### src/rtl/sap_cpu_core.sv
// Multicycle accumulator CPU core: FETCH/DECODE/MEM/OUTW/HALT sequencer with
// valid/ready memory and output ports; widths are parameters.
module sap_cpu_core #(
    parameter int DATA_W = 8,
    parameter int OPC_W  = 4,
    parameter int ADDR_W = 4
) (
    input  logic              clk,
    input  logic              rst,
    output logic              mem_req,
    output logic              mem_we,
    output logic [ADDR_W-1:0] mem_addr,
    output logic [DATA_W-1:0] mem_wdata,
    input  logic [DATA_W-1:0] mem_rdata,
    input  logic              mem_ack,
    output logic [DATA_W-1:0] out_data,
    output logic              out_valid,
    input  logic              out_ready,
    output logic              flag_cy,
    output logic              flag_z,
    output logic              halted,
    output logic [ADDR_W-1:0] pc_dbg,
    output logic [DATA_W-1:0] acc_dbg
);

    if (DATA_W - OPC_W < ADDR_W) begin : g_bad_widths
        $error("sap_cpu_core: operand field narrower than ADDR_W");
    end

    localparam logic [OPC_W-1:0] OP_LDA = OPC_W'(1);
    localparam logic [OPC_W-1:0] OP_ADD = OPC_W'(2);
    localparam logic [OPC_W-1:0] OP_SUB = OPC_W'(3);
    localparam logic [OPC_W-1:0] OP_STA = OPC_W'(4);
    localparam logic [OPC_W-1:0] OP_LDI = OPC_W'(5);
    localparam logic [OPC_W-1:0] OP_JMP = OPC_W'(6);
    localparam logic [OPC_W-1:0] OP_JC  = OPC_W'(7);
    localparam logic [OPC_W-1:0] OP_JZ  = OPC_W'(8);
    localparam logic [OPC_W-1:0] OP_OUT = OPC_W'(14);
    localparam logic [OPC_W-1:0] OP_HLT = OPC_W'(15);

    typedef enum logic [2:0] {S_FETCH, S_DECODE, S_MEM, S_OUTW, S_HALT} state_t;

    state_t            state_q, state_d;
    logic [ADDR_W-1:0] pc_q, pc_d;
    logic [DATA_W-1:0] ir_q, ir_d;
    logic [DATA_W-1:0] a_q, a_d;
    logic [DATA_W-1:0] out_q, out_d;
    logic              cy_q, cy_d, z_q, z_d;
    logic              run_q;

    logic [OPC_W-1:0]  op;
    logic [ADDR_W-1:0] opr;
    logic [DATA_W-1:0] opr_ext;
    logic [DATA_W:0]   add_sum, sub_sum;
    logic              ack;

    always_comb begin
        op      = ir_q[DATA_W-1 -: OPC_W];
        opr     = ir_q[ADDR_W-1:0];
        opr_ext = '0;
        opr_ext[ADDR_W-1:0] = opr;
        add_sum = {1'b0, a_q} + {1'b0, mem_rdata};
        sub_sum = {1'b0, a_q} + {1'b0, ~mem_rdata} + {{DATA_W{1'b0}}, 1'b1};

        // run_q keeps the request low in the first cycle after reset.
        mem_req   = run_q && (state_q == S_FETCH || state_q == S_MEM);
        mem_we    = (state_q == S_MEM) && (op == OP_STA);
        mem_addr  = (state_q == S_MEM) ? opr : pc_q;
        mem_wdata = a_q;
        ack       = mem_req && mem_ack;

        state_d = state_q;
        pc_d    = pc_q;
        ir_d    = ir_q;
        a_d     = a_q;
        out_d   = out_q;
        cy_d    = cy_q;
        z_d     = z_q;

        case (state_q)
            S_FETCH: if (ack) begin
                ir_d    = mem_rdata;
                pc_d    = pc_q + ADDR_W'(1);
                state_d = S_DECODE;
            end
            S_DECODE: begin
                state_d = S_FETCH;
                case (op)
                    OP_LDI: a_d = opr_ext;
                    OP_JMP: pc_d = opr;
                    OP_JC:  if (cy_q) pc_d = opr;
                    OP_JZ:  if (z_q)  pc_d = opr;
                    OP_LDA, OP_ADD, OP_SUB, OP_STA: state_d = S_MEM;
                    OP_OUT: begin
                        out_d   = a_q;
                        state_d = S_OUTW;
                    end
                    OP_HLT: state_d = S_HALT;
                    default: ;
                endcase
            end
            S_MEM: if (ack) begin
                state_d = S_FETCH;
                case (op)
                    OP_LDA: a_d = mem_rdata;
                    OP_ADD: begin
                        {cy_d, a_d} = add_sum;
                        z_d = (add_sum[DATA_W-1:0] == '0);
                    end
                    OP_SUB: begin
                        {cy_d, a_d} = sub_sum;
                        z_d = (sub_sum[DATA_W-1:0] == '0);
                    end
                    default: ;
                endcase
            end
            S_OUTW: if (out_ready) state_d = S_FETCH;
            S_HALT: ;
            default: state_d = S_FETCH;
        endcase

        out_valid = (state_q == S_OUTW);
        halted    = (state_q == S_HALT);
        out_data  = out_q;
        flag_cy   = cy_q;
        flag_z    = z_q;
        pc_dbg    = pc_q;
        acc_dbg   = a_q;
    end

    always_ff @(posedge clk) begin
        if (rst) begin
            state_q <= S_FETCH;
            pc_q    <= '0;
            ir_q    <= '0;
            a_q     <= '0;
            out_q   <= '0;
            cy_q    <= 1'b0;
            z_q     <= 1'b0;
            run_q   <= 1'b0;
        end else begin
            state_q <= state_d;
            pc_q    <= pc_d;
            ir_q    <= ir_d;
            a_q     <= a_d;
            out_q   <= out_d;
            cy_q    <= cy_d;
            z_q     <= z_d;
            run_q   <= 1'b1;
        end
    end

endmodule
### config.mk
export PLATFORM = sky130hd
export DESIGN_NAME = sap_cpu_core
export DESIGN_NICKNAME = d
export VERILOG_FILES = /design/src/rtl/sap_cpu_core.sv
export SDC_FILE = /design/constraint.sdc
export NUM_CORES = 1
export LEC_CHECK = 0
export CORE_MARGIN = 4
export CORE_UTILIZATION = 55
export CTS_CLUSTER_DIAMETER = 100
export CTS_CLUSTER_SIZE = 12
export DETAILED_ROUTE_END_ITERATION = 16
export PLACE_DENSITY_LB_ADDON = 0.05
export SLEW_MARGIN = 20
export SYNTH_ARGS = -nofsm -noshare
export SYNTH_HDL_FRONTEND = slang
export SYNTH_SLANG_ARGS = --single-unit
### constraint.sdc
create_clock -name clk -period 5.3 [get_ports clk]
set_input_delay 0.795 -clock clk [delete_from_list [all_inputs] [get_ports clk]]
set_output_delay 0.795 -clock clk [all_outputs]
set_load 0.05 [all_outputs]
==> flow_summary_export.csv <==
group,metric,value,unit
status,status,"finished, final reports clean",
routing,drtIter0Drc,73,
floorplanning,row_count,24,
sta,drv_slew,0,
synthesis,synth-seq-area-share,27.3,%
synthesis,yosysWarningCount,0,
synthesis,synth_area_per_cell,8.04,um2
clock_tree,post_cts_buffers,0,
power_and_ir_drop,power_frac_comb,24.0,%
routing,vias_per_cell,5.79,
power_and_ir_drop,p_int,430,uW
global_routing,grt_first_pass_wirelength,10.3,mm
routing,num_vias,2300,
cells_and_area,n_fill_cell,407,
cells_and_area,drive_gt1_share,5.80,%
sta,fin_skew,6.32,ps
floorplanning,fp.coreArea,4380,um2
power_and_ir_drop,p_switching,209,uW
critical_path,start_kind,"flip-flop",
place,dpl_cell_area,2930,um2
global_routing,grt_overflow_total,0,
routing,drt_pre_antenna_iters,6,
global_routing,antenna_found_initial,0,
cells_and_area,layout.nets,376,
synthesis,ys_ff_latch,34,
place,place_ws,1860,ps
sta,tns,0,ps
cells_and_area,final_cell_area,3020,um2
floorplanning,die-height,75.3,um
sta,tightest_slew,1000,ps
critical_path,cp.arrival,2700,ps
floorplanning,die_area,5670,um2
floorplanning,fp.dieW,75.3,um
global_routing,grt_start_max_net_pins,20,
min_path,hp-class,"reg -> reg",
cells_and_area,antenna_cells,0,
floorplanning,io_pins,50,
place,dp_hpwl,4.72,mm
place,io_buffers,49,
critical_path,required,4510,ps
routing,wire_per_inst,15.9,um
synthesis,synth_area_leaders,"dfxtp_1 (27%), ha_1 (9.0%), mux2i_1 (7.6%)",
power_and_ir_drop,p_leak,0.00116,uW
global_routing,grt_use_total,23.9,%
clock_tree,clockBufferDepth,2,
synthesis,syn_area,2490,um2
synthesis,syn-instance-count,310,
synthesis,synthArstFlopShare,0,%
synthesis,synthFlopType,"dfxtp_1",
clock_tree,cts_sinks,34,
synthesis,synth_edf_count,0,
routing,final_antenna_net_count,0,
cells_and_area,area_growth,21.3,%
clock_tree,root_buffer,"clkbuf_8",
synthesis,synth_top_area_cell,"dfxtp_1",
sta,setup_viol,0,
critical_path,path_max_fanout,13,
clock_tree,numCtsBuffers,5,
power_and_ir_drop,p_clk_share,32.0,%
clock_tree,ctsHoldBuffers,0,
sta,hold_viol,0,
synthesis,ys_types,51,
sta,setup_ws,1800,ps
power_and_ir_drop,ir_drop,0.156,mV
power_and_ir_drop,switching_share,32.7,%
critical_path,critPathKind,"reg -> out",
floorplanning,start_util,56.8,%
clock_tree,cts_tree,"built",
global_routing,grt_pass1_vias,2184,
sta,layout_min_cycle_time,3500,ps
routing,drcViolationCount,0,
sta,relSlewSlack,33.2,%
clock_tree,cts_resized,0,
critical_path,end_kind,"primary output",
power_and_ir_drop,p_per_area,211,nW/um2
cells_and_area,fin_util,69.0,%
power_and_ir_drop,power_frac_seq,44.0,%
run,maxCapViolations,0,
sta,post-route-period-util,66.0,%
synthesis,synth_top_cell_area_share,27.3,%
clock_tree,worstSkewPairLatency,290,ps
routing,wl,6.30,mm
synthesis,syn_nets,342,
clock_tree,cts_max_level,2,
place,gp_congestion,0.879,
clock_tree,clk_pin_slew,70,ps
sta,rsz0062_at_grt,"false",
sta,fmaxAchievable,286,MHz
## Yosys cell counts, types with 4 or more instances
cell      number
buf_4          8
nor4_1         4
ha_1          18
nand2_1       24
clkbuf_1       7
nand3_1        4
nor2_1        47
nand2b_1       6
a31oi_1        4
xor2_1         5
mux2i_1       19
o21ai_0        9
nor3b_1        4
inv_1         16
a211oi_1       8
o31ai_1        4
o211ai_1       4
a21oi_1       16
nor2b_1        4
dfxtp_1       34
buf_2          7
xnor2_1       11
a22oi_1        4
## worst max-delay path, stage by stage, from the launching register on
cell,delay [ps]
dfxtp_1,520
nor2b_1,250
nand2b_1,360
nor4_1,410
clkdlybuf4s50_1,870
## final timing paths
path	start	slack, ps	cells past startpoint	end
setup / recovery	state_q[1]	1800	4	mem_we
setup reg to reg	acc_dbg[0]	2740	11	acc_dbg[6]
hold / removal	out_data[6]	500	2	out_data[6]
hold reg to reg	out_data[6]	500	2	out_data[6]
## flip-flops by register name, indices dropped and copies added (netlist names)
| signal | flops |
|---|---|
| acc_dbg | 8 |
| flag_cy | 1 |
| flag_z | 1 |
| ir_q | 8 |
| out_data | 8 |
| pc_dbg | 4 |
| run_q | 1 |
| state_q | 3 |
## area by class of cell
| type | count | area, um2 | share of cell area (%) |
|---|---|---|---|
| flip-flops and latches | 34 | 681 | 22.5 |
| multi-input cells | 233 | 1610 | 53.1 |
| clock buffers | 6 | 82.6 | 2.73 |
| well taps | 52 | 65.1 | 2.15 |
| repair buffers | 51 | 505 | 16.7 |
| inverters | 19 | 71.3 | 2.36 |
| clock inverters | 2 | 12.5 | 0.414 |
## power by group through the flow
| stage | registers (uW) | clock network (uW) | logic (uW) |
|---|---|---|---|
| finish | 281 | 204 | 153 |
| global route | 283 | 220 | 168 |
| CTS | 281 | 210 | 154 |
| detailed placement | 286 | 0 | 153 |
| global placement | 286 | 0 | 150 |
| floorplan | 289 | 0 | 104 |
## routing by layer
| metal | GRT usage [%] | part of all wire, % | up-vias |
|---|---|---|---|
| met5 | 0 | 0 | - |
| met4 | 9.32 | 2.5 | 0 |
| met3 | 4.62 | 3.9 | 11 |
| met2 | 42.3 | 49 | 51 |
| met1 | 28.3 | 45 | 1098 |
| li1 | - | - | 1140 |
## cell families after synthesis
logic type | count (synthesis) | synth area share (%)
multiplexers | 19 | 7.63
XOR/XNOR | 16 | 5.62
flip-flops | 34 | 27.3
AO/OA/AOI/OAI | 68 | 19.5
adder cells (fa/ha/maj) | 20 | 10.6
AND/OR/NAND/NOR | 110 | 20.9
buffers and inverters | 43 | 8.33
## stage by stage
stage	instances	power [uW]	hold slack, ps
3_5_place_dp	389	439	479
5_1_grt	397	671	534
2_1_floorplan	310	393	474
6_report	397	639	495
3_3_place_gp	389	437	474
4_1_cts	397	644	499
## placed cells by master, fill, tap and decap left out, types with 3 or more instances in the layout
master           count
clkdlybuf4s50_1     49
o211ai_1             4
a31oi_1              4
nand3_1              4
a32o_1               3
inv_2                3
o31ai_1              4
nand2_1             24
a21oi_1             16
inv_1               16
nor4_1               4
a211oi_1             8
dfxtp_1             34
o21ai_0              9
ha_1                18
clkbuf_8             6
nor2b_1              3
nand2b_1             6
xor2_1               5
mux2i_1             19
xnor2_1             11
nor2_1              47
a22oi_1              4
nor3b_1              4
No activity file was read; power rests on OpenSTA's default activity.
==> variant: new RTL, config.mk and constraints unchanged <==
Set the parameter `OPC_W` to 3 (it was 4).
--- a/src/rtl/sap_cpu_core.sv
+++ b/src/rtl/sap_cpu_core.sv
@@ -2,7 +2,7 @@
 // valid/ready memory and output ports; widths are parameters.
 module sap_cpu_core #(
     parameter int DATA_W = 8,
-    parameter int OPC_W  = 4,
+    parameter int OPC_W  = 3,
     parameter int ADDR_W = 4
 ) (
     input  logic              clk,
Check against the original RTL: not equivalent (Yosys sat finds a counterexample within 4 cycles, from zero or initial values and one cycle with rst high).
==> variant against the original RTL <==
  * Critical path depth grew 6
  * Synthesized area fell by 12%
  * Clock power is 39% lower
  * Count of clock-buffer cells in the layout down 2
  * Sequential cell count decreased by 10
  * Routed wire length shrank 17%
  * Critical path type is now in -> reg
  * Setup slack better by 440 ps
  * Final area shrank 16%
  * Sequential share of layout area down 3.6 points
  * Critical endpoint is now flag_z
  * Power decreased by 35%
==> variant: results (changes against the original RTL) <==
CP arrival=3200 ps (+500 ps); Via density=5.531 (-4.5%); CP peak stage delay=580 ps (-290 ps); largest cells by area after synthesis=dfxtp_1, ha_1, a21oi_1; layout cells sized above 1=0.05449 (-0.003484); worst reg2reg setup slack=2980 ps (+240 ps); TritonCTS Buffers=3 (-2); Filler cells=346 (-15%); Worst-Skew Late Latency=270 ps (-20 ps); VDD IR max=156.9 uV (+0.78%); largest net degree at the start of global routing=24 (+20%); commonest cells in the netlist=nand2_1, a21oi_1, nor2_1, dfxtp_1, ha_1; GPL Wtd Cong=0.8803 (+0.11%); HP Start=ir_q[3]; Global Route Usage Sum=0.2098 (-0.02889); R2R cell count=9 (-2); port bufs=40 (-18%); Crit Path Max Fanout=5 (-8); Worst Hold End=ir_q[3]; Pleak=1.042 nW (-10%); htree depth=1 (-1); worst slack at placement=1958 ps (+100.6 ps); clock-pin slew on the worst setup and hold paths=90 ps (+20 ps); status=finished, final reports clean; first-pass GRT wire length=8.749 mm (-15%); Worst Clk Skew=11.27 ps (+4.950 ps); dpl hpwl=4.088 mm (-13%); final wirelength=5.202 mm (-17%); vias in the first global route=1852 (-15%); Seq/Total Area, Yosys=0.2202 (-0.05291); FF-to-FF End=flag_z; initial drt markers=121 (+66%)
==> variant: cell types whose count changed after synthesis, moves of 4 or more <==
cell	delta
nand2_1	+12
nor2_1	-16
a21oi_1	+17
o21ai_0	+5
xnor2_1	-4
buf_4	+9
mux2i_1	-15
dfxtp_1	-10
==> variant: cell type report <==
class	count	share of cell area
clock buffer	4	0.02165
inverter	16	0.02362
multi-input combinational	228	0.5846
sequential	24	0.1890
tap	48	0.02362
timing repair buffer	40	0.1575
==> variant: worst max path at each step <==
stage / start / end / slack (ps)
6_report: mem_rdata[1] / flag_z / 2240
3_5_place_dp: mem_rdata[1] / flag_z / 1960
4_1_cts: mem_rdata[1] / flag_z / 2230
5_1_grt: mem_rdata[1] / flag_z / 2120
2_1_floorplan: mem_rdata[0] / flag_z / 2700
3_3_place_gp: mem_rdata[1] / flag_z / 2030
==> variant: cell families after synthesis <==
| kind of cell | synth area share |
|---|---|
| compound gates | 0.2276 |
| other cells | 0.001719 |
| xor+xnor | 0.05562 |
| buf+inv | 0.1124 |
| fa+ha+maj | 0.1216 |
| simple gates | 0.2425 |
| flops | 0.2202 |
| mux | 0.01835 |
==> variant: per-layer routing <==
layer,track usage,up-vias,part of all wire
met3,0.03551,4,0.056
li1,-,1009,-
met2,0.3450,60,0.47
met5,0,-,0
met4,0.03340,0,0.0094
met1,0.2930,918,0.46
==> variant: power by group <==
group	internal [W]	leakage, nW	switching [W]	total, W
registers	0.000185	0.195	0.00000675	0.000191
logic	0.0000333	0.819	0.0000651	0.0000983
clock network	0.0000662	0.0288	0.0000575	0.000124
total	0.000284	1.04	0.000129	0.000413
==> variant: worst max-delay path: cells and delay by family <==
family | cells | cell delay (ps)
fa+ha+maj | 1 | 320
buf+inv | 2 | 690
simple gates | 3 | 490
compound gates | 3 | 720
xor+xnor | 1 | 180
==> variant: metrics by stage <==
| step | cell area (um^2) | total power [W] | cells | hold WS, ps |
|---|---|---|---|---|
| 2_1_floorplan | 2212 | 0.0002710 | 297 | 462.6 |
| 3_3_place_gp | 2487 | 0.0002921 | 356 | 483.0 |
| 3_5_place_dp | 2487 | 0.0002930 | 356 | 488.8 |
| 4_1_cts | 2542 | 0.0004154 | 360 | 501.1 |
| 5_1_grt | 2542 | 0.0004314 | 360 | 520.2 |
| 6_report | 2542 | 0.0004134 | 360 | 506.9 |
